[config.mk]
export PLATFORM = sky130hd
export DESIGN_NAME = rs_msg_framer
export DESIGN_NICKNAME = d
export VERILOG_FILES = /design/src/rtl/rs_msg_framer.sv
export SDC_FILE = /design/constraint.sdc
export NUM_CORES = 1
export LEC_CHECK = 0
export BUFFER_PORTS_ARGS = -buffer_cell sky130_fd_sc_hd__buf_2
export CAP_MARGIN = 20
export CORE_UTILIZATION = 61
export CTS_CLUSTER_DIAMETER = 120
export DETAILED_ROUTE_END_ITERATION = 8
export PLACE_DENSITY = 0.9
export SLEW_MARGIN = 20
export SYNTH_ARGS = -nofsm -noshare
export SYNTH_HDL_FRONTEND = slang
export SYNTH_SLANG_ARGS = --single-unit
[constraint.sdc]
create_clock -name clk -period 3.5 [get_ports clk]
set_input_delay 0.35 -clock clk [delete_from_list [all_inputs] [get_ports clk]]
set_output_delay 0.35 -clock clk [all_outputs]
set_load 0.02 [all_outputs]
[src/rtl/rs_msg_framer.sv]
// Byte FIFO plus frame sequencer: slices captured UART bytes into fixed MSG_LEN-symbol
// frames for the RS encoder, zero-padding a partial frame after TIMEOUT idle cycles.
module rs_msg_framer #(
  parameter int MSG_LEN    = 16,
  parameter int FIFO_DEPTH = 32,
  parameter int TIMEOUT    = 1000
)(
  input  logic                          clk,
  input  logic                          reset,
  input  logic [7:0]                    in_byte,
  input  logic                          in_ce,
  output logic [7:0]                    enc_data,
  output logic                          enc_valid,
  output logic                          enc_sop,
  output logic                          enc_eop,
  input  logic                          enc_ready,
  output logic                          padded,
  output logic                          overflow,
  output logic [$clog2(FIFO_DEPTH):0]   fifo_count
);

  localparam int AW = $clog2(FIFO_DEPTH);
  localparam int CW = AW + 1;
  localparam int SW = $clog2(MSG_LEN + 1);
  localparam int TW = $clog2(TIMEOUT);

  typedef enum logic {IDLE, SEND} state_t;

  logic [7:0]    mem_q [FIFO_DEPTH];
  logic [AW-1:0] wr_ptr_q, wr_ptr_d, rd_ptr_q, rd_ptr_d;
  logic [CW-1:0] count_q, count_d;
  logic          overflow_q, overflow_d;
  state_t        state_q, state_d;
  logic [TW-1:0] timer_q, timer_d;
  logic [SW-1:0] sym_q, sym_d, n_real_q, n_real_d;
  logic [7:0]    enc_data_q, enc_data_d;
  logic          enc_valid_q, enc_valid_d;
  logic          enc_sop_q, enc_sop_d, enc_eop_q, enc_eop_d;
  logic          padded_q, padded_d;

  logic full, push, load, pop;

  // Full is judged on the registered count, so a same-cycle pop never frees a slot for the push.
  assign full = (count_q == CW'(FIFO_DEPTH));
  assign push = in_ce & ~full;
  assign load = (state_q == SEND) && (sym_q != SW'(MSG_LEN)) && (!enc_valid_q || enc_ready);
  assign pop  = load && (sym_q < n_real_q);

  always_ff @(posedge clk) begin
    if (push) mem_q[wr_ptr_q] <= in_byte;
  end

  always_comb begin
    wr_ptr_d   = wr_ptr_q + AW'(push);
    rd_ptr_d   = rd_ptr_q + AW'(pop);
    count_d    = count_q + CW'(push) - CW'(pop);
    overflow_d = overflow_q | (in_ce & full);
  end

  always_comb begin
    state_d     = state_q;
    timer_d     = timer_q;
    sym_d       = sym_q;
    n_real_d    = n_real_q;
    enc_data_d  = enc_data_q;
    enc_valid_d = enc_valid_q;
    enc_sop_d   = enc_sop_q;
    enc_eop_d   = enc_eop_q;
    padded_d    = padded_q;
    case (state_q)
      IDLE: begin
        if (count_q >= CW'(MSG_LEN)) begin
          state_d  = SEND;
          n_real_d = SW'(MSG_LEN);
          padded_d = 1'b0;
          sym_d    = '0;
          timer_d  = '0;
        end else if (count_q != '0 && timer_q == TW'(TIMEOUT - 1)) begin
          state_d  = SEND;
          n_real_d = SW'(count_q);
          padded_d = 1'b1;
          sym_d    = '0;
          timer_d  = '0;
        end else if (in_ce || count_q == '0) begin
          timer_d = '0;
        end else begin
          timer_d = timer_q + TW'(1);
        end
      end
      SEND: begin
        timer_d = '0;
        if (load) begin
          // Symbols past n_real are pad zeros and do not touch the FIFO.
          enc_valid_d = 1'b1;
          enc_data_d  = (sym_q < n_real_q) ? mem_q[rd_ptr_q] : 8'h00;
          enc_sop_d   = (sym_q == '0);
          enc_eop_d   = (sym_q == SW'(MSG_LEN - 1));
          sym_d       = sym_q + SW'(1);
        end else if (enc_valid_q && enc_ready) begin
          enc_valid_d = 1'b0;
          enc_sop_d   = 1'b0;
          enc_eop_d   = 1'b0;
          if (enc_eop_q) state_d = IDLE;
        end
      end
      default: state_d = IDLE;
    endcase
  end

  always_ff @(posedge clk or posedge reset) begin
    if (reset) begin
      wr_ptr_q    <= '0;
      rd_ptr_q    <= '0;
      count_q     <= '0;
      overflow_q  <= 1'b0;
      state_q     <= IDLE;
      timer_q     <= '0;
      sym_q       <= '0;
      n_real_q    <= '0;
      enc_data_q  <= 8'h00;
      enc_valid_q <= 1'b0;
      enc_sop_q   <= 1'b0;
      enc_eop_q   <= 1'b0;
      padded_q    <= 1'b0;
    end else begin
      wr_ptr_q    <= wr_ptr_d;
      rd_ptr_q    <= rd_ptr_d;
      count_q     <= count_d;
      overflow_q  <= overflow_d;
      state_q     <= state_d;
      timer_q     <= timer_d;
      sym_q       <= sym_d;
      n_real_q    <= n_real_d;
      enc_data_q  <= enc_data_d;
      enc_valid_q <= enc_valid_d;
      enc_sop_q   <= enc_sop_d;
      enc_eop_q   <= enc_eop_d;
      padded_q    <= padded_d;
    end
  end

  assign enc_data   = enc_data_q;
  assign enc_valid  = enc_valid_q;
  assign enc_sop    = enc_sop_q;
  assign enc_eop    = enc_eop_q;
  assign padded     = padded_q;
  assign overflow   = overflow_q;
  assign fifo_count = count_q;

endmodule

# --- Word-level counts from Yosys, hierarchy flattened ---
# Memory sizes are Yosys's and may differ from the RTL's.
# Cells that the tools add are included.
word_totals:
  register_bits: 50
  mem_bits_rw: 256
  word_cells: 75
  n_memories: 1
memory_table:
  columns: ["name", "words", "width", "rd", "rd_ports_with_merged_regs", "write_ports", "line_no", "text"]
  rows:
  - ["mem_q", 32, 8, 1, 0, 1, "29", "logic [7:0] mem_q [FIFO_DEPTH];"]
op_classes:
  n_addsub: 6
  n_lt_le_gt_ge: 2
  eq_ne: 6
  mux: 25
  bitwise: 5
  n_reduce_logical: 17
ops:
  columns: ["operator", "count"]
  rows:
  - ["$mux 10", 3]
  - ["$mux 5", 5]
  - ["$pmux 10 s2", 1]
  - ["$mux 1", 13]
  - ["$add 10x1->10 const B", 1]
  - ["$add 5x1->5", 2]
  - ["$eq 10x10->1 const B", 1]
  - ["$pmux 5 s2", 1]
  - ["$mux 8", 1]
  - ["$reduce_and 2->1", 4]
  - ["$add 6x1->6", 1]
  - ["$eq 6x6->1 const B", 1]
  - ["$ge 6x5->1 const B", 1]
  - ["$logic_not 6->1", 1]
  - ["$reduce_bool 6->1", 1]
  - ["$sub 6x1->6", 1]
  - ["$add 5x1->5 const B", 1]
  - ["$eq 5x4->1 const B", 1]
  - ["$logic_and 1x1->1", 5]
  - ["$logic_not 5->1", 1]
  - ["$lt 5x5->1", 1]
  - ["$ne 5x5->1 const B", 1]
  - ["$reduce_bool 2->1", 2]
  - ["$ne 3x3->1 const B", 1]
  - ["7 further kinds", 10]

# --- Depth between registers and ports, before layout ---
depth:
  word_depth: 6
  ltp_mapped: 14

# --- Worst setup path before layout ---
# No wires, ideal clock.
synth_path:
  kind: "flip-flop to flip-flop"
  startpoint: "register sym_q[2]"
  endpoint: "register count_q[4] (netlist: fifo_count[4])"
  arrival_time_ns: 2.598
  t_required_ns: 3.420
  slack_ns: 0.822
  stages_incl_launch_ff: 14
  synth_period_minus_slack_ns: 2.678
  path_cell_list: "dfrtp_1 ha_1 a21oi_1 o21ai_0 a311o_1 buf_6 nand2_1 nand2_1 ha_1 fa_1 a21oi_1 nor2_1 nor2_1 xnor2_1"
synth_via:
  elab_chain_cells: 5
synth_rtl:
  columns: ["item", "line_no", "text"]
  rows:
  - ["start, declared", "35", "logic [SW-1:0] sym_q, sym_d, n_real_q, n_real_d;"]
  - ["start signal, assigned", "132", "sym_q <= sym_d;"]
  - ["branches (longest 3 deep; another with $lt 5x5->1)", null, null]
  - ["$logic_and 1x1->1 (*)", "47", "assign pop = load && (sym_q < n_real_q);"]
  - ["$sub 6x1->6 (*)", "56", "count_d = count_q + CW'(push) - CW'(pop);"]
  - ["via count_d[4]", "31", "logic [CW-1:0] count_q, count_d;"]
  - ["end signal, assigned", "128", "count_q <= count_d;"]
  - ["end, declared", "31", null]
# Mark *: on every way through the listed nets, which the timed path passes.
# A chain may end at the register's enable or synchronous reset.

# --- Final worst setup path ---
layout_path:
  startpoint: "register sym_q[0]"
  endpoint: "register count_q[5] (netlist: fifo_count[5])"
# The elaborated chain is that of the path after synthesis.

==> out/results.ini <==
[floorplan]
die_area_sq_mm=0.0215
fp.coreArea_sq_mm=0.0204
io-pin-count=31
start_util_pct=62.6
die_h_um=147
rows=52
die_x_um=147

[synth]
synth_mux_area_share_pct=11.6
async_flop_share_pct=16.3
synth-edff-count=256
synthSimpleGateAreaFrac_pct=6.03
synth_area_leaders=edfxtp_1 60%, dfrtp_1 9.8%, mux4_2 4.8%, mux2i_1 2.9%, mux2_1 2.1%
synthDistinctLibCells=56
synth_top_family_by_area=multiplexers
yosys.area.top_type_share_pct=60.3
synth_flop_cell=edfxtp_1
syn-instance-count=732
syn_avg_cell_area_sq_um=17.4
synth_top_area_cell=edfxtp_1
yosys.area_share.adder_pct=2.12
synth_compound_area_share_pct=5.67
netlist_area_sq_mm=0.0127
synth_nets=765
synthTopCellsByCount=256 x edfxtp_1, 55 x nor2_1, 50 x dfrtp_1, 37 x mux2i_1, 28 x nand2_1
yosysMostFrequentCell=edfxtp_1
yosys_register_bits=306
yosysWarningCount=0
synth-xor-area-share_pct=1.44
yosysSeqAreaShare_pct=70.2

[power]
p_per_area_mw_per_mm2=796
max-vdd-ir-drop_mv=0.441
p_leak_nw=4.87
p_total_mw=11.1

[setup_path]
r2r_end=fifo_count[5]
worst-r2r-cell-count=12
required_ns=3.97
r2r_slack_ns=0.32
crit-reg2reg-launch=sym_q[0]
critPathLaunchType=flip-flop
crit_arrival_ns=3.66
crit_fanout=15
crit_type=flip-flop to flip-flop
endpoint_kind=flip-flop

[timing]
maxSlewHeadroom_pct=36.5
final_hold_viol_count=0
finalSetupTns_ns=0
timing.fmax_mhz=314
layout_min_cycle_time_ns=3.18
finalSetupViolCount=0
grt_setup_unrepaired=no
finalClockSkew_ns=0.0201
slew_viol_final=0
setup_slack_ns=0.317
max_slew.worst_pin.slew_ns=0.949
layout_worst_path_cycle_share_pct=91.0

[clocking]
numCtsBuffers=29
clk_latency_ns=0.55
cts_max_level=1
tritoncts=yes
clkTransAtPathRegs_ns=0.06
cts_setup_buffers=0
cts_sinks=306
clockRootBuffer=clkbuf_16
clk_path_buf_depth=3

[status]
run_status=finished clean

[routing]
route.antenna.remaining_nets=0
drc=0
totalWireLength_um=26400
drtPass1Iterations=4
first_iter_violations=660
vias_per_cell=6.48
avgRoutedWirePerCell_um=24.9
vias=6881

[worst_hold_path]
worst_hold_path_type=input port to flip-flop
min_from=in_ce
min_delay_path_depth=2
hold_end=overflow

[layout]
final_util_pct=68.4
area.growth.synth_to_final_pct=9.32
n_fill_cell=1181
nNetsFinal=802
layout-drive-gt1-share_pct=18.8
finalInstanceArea_sq_mm=0.0139
diodes=0

[global_route]
grt_pass1_vias=7129
antenna_found_initial=0
grt_pass1_wl_um=41100
grt_use_total_pct=25.6
grt_max_degree=45
gr-total-overflow=0

[place]
gp_congestion=0.912
portBuffers=30
placed_cell_area_sq_mm=0.0130
dp_slack_ns=0.154
hpwlAfterDp_um=15900

[run]
drv_cap=0

## stage by stage
stage / hold WS, ns / cells
after floorplan: 0.448 / 732
after global placement: 0.435 / 1007
after detailed placement: 0.446 / 1007
after CTS: 0.0245 / 1062
after global routing: 0.0390 / 1062
final: 0.0392 / 1062
## metal layers
layer,track usage (%),vias up,wire [um]
met2,42.8,361,13200
met3,3.81,80,2000
li1,-,2941,-
met1,33.8,3499,10200
met5,0,-,0
met4,11.0,0,1000
## layout by cell type (no fill, tap or decap), types with 16 or more instances in the layout
master     netlist  final
mux4_2          27     27
inv_1           17     16
mux2i_1         37     37
nand2_1         28     28
nor2_1          55     55
edfxtp_1       256    256
clkbuf_16        0     29
o22ai_1         26     26
mux2_1          24     24
ha_1            20     20
dfrtp_1         50     48
nor2b_1         17     17
buf_2            3     30
## how the worst max path moves through the flow
stage | start | to | slack [ns] | cells after the start
CTS | sym_q[0] | fifo_count[5] | 0.08 | 13
floorplan | sym_q[2] | fifo_count[4] | 0.82 | 13
global placement | sym_q[0] | fifo_count[4] | 0.34 | 13
global route | sym_q[0] | fifo_count[5] | 0.21 | 12
finish | sym_q[0] | fifo_count[5] | 0.32 | 12
detailed placement | sym_q[0] | fifo_count[4] | 0.15 | 13
## area by class of cell
cell class	instances	area, sq um	area share (%)
multi-input combinational	373	3430	24.6
timing repair buffer	41	248	1.78
clock inverter	11	82.6	0.593
tap	270	338	2.43
sequential	306	8940	64.2
inverter	18	68.8	0.494
clock buffer	43	820	5.88
## cells by family (layout without fill, tap and decap cells)
family / count (synthesis) / count (layout)
AOI/OAI and AO/OA: 83 / 83
xor gates and xnor gates: 21 / 21
adders and majority gates: 21 / 21
buffers and inverters: 53 / 113
DFF: 306 / 306
muxes: 102 / 102
and+or+nand+nor: 146 / 146
## power breakdown
| part | total (mW) | internal, mW | leakage [nW] | switching (mW) |
|---|---|---|---|---|
| Clock | 2.96 | 1.69 | 0.447 | 1.27 |
| Sequential | 4.81 | 4.36 | 2.93 | 0.457 |
| Combinational | 3.31 | 1.37 | 1.50 | 1.94 |
## registers in the layout, indices dropped and copies added (netlist names)
| signal | count |
|---|---|
| rd_ptr_q | 5 |
| enc_sop | 1 |
| sym_q | 5 |
| enc_valid | 1 |
| timer_q | 10 |
| state_q | 1 |
| wr_ptr_q | 5 |
| n_real_q | 5 |
| padded | 1 |
| enc_data | 8 |
| overflow | 1 |
| mem_q | 256 |
| fifo_count | 6 |
| enc_eop | 1 |
## what timing repair did
item                                    in CTS  in global routing
gates resized for setup                      0                  1
hold buffers                                 1                  0
endpoints found under the setup margin       0                  2
endpoints found under the hold margin       34                  0
## critical path: stages, from the launching register on
cell       delay (ns)
dfrtp_1          0.42
inv_1            0.08
ha_1             0.25
nand4bb_4        0.15
nand3_4          0.19
a311o_2          0.55
nand2b_1         0.27
ha_1             0.30
a21o_1           0.16
a21oi_1          0.23
o21bai_1         0.12
a21oi_1          0.22
xor2_1           0.16
Note: power is estimated with default switching activity, not from simulation.
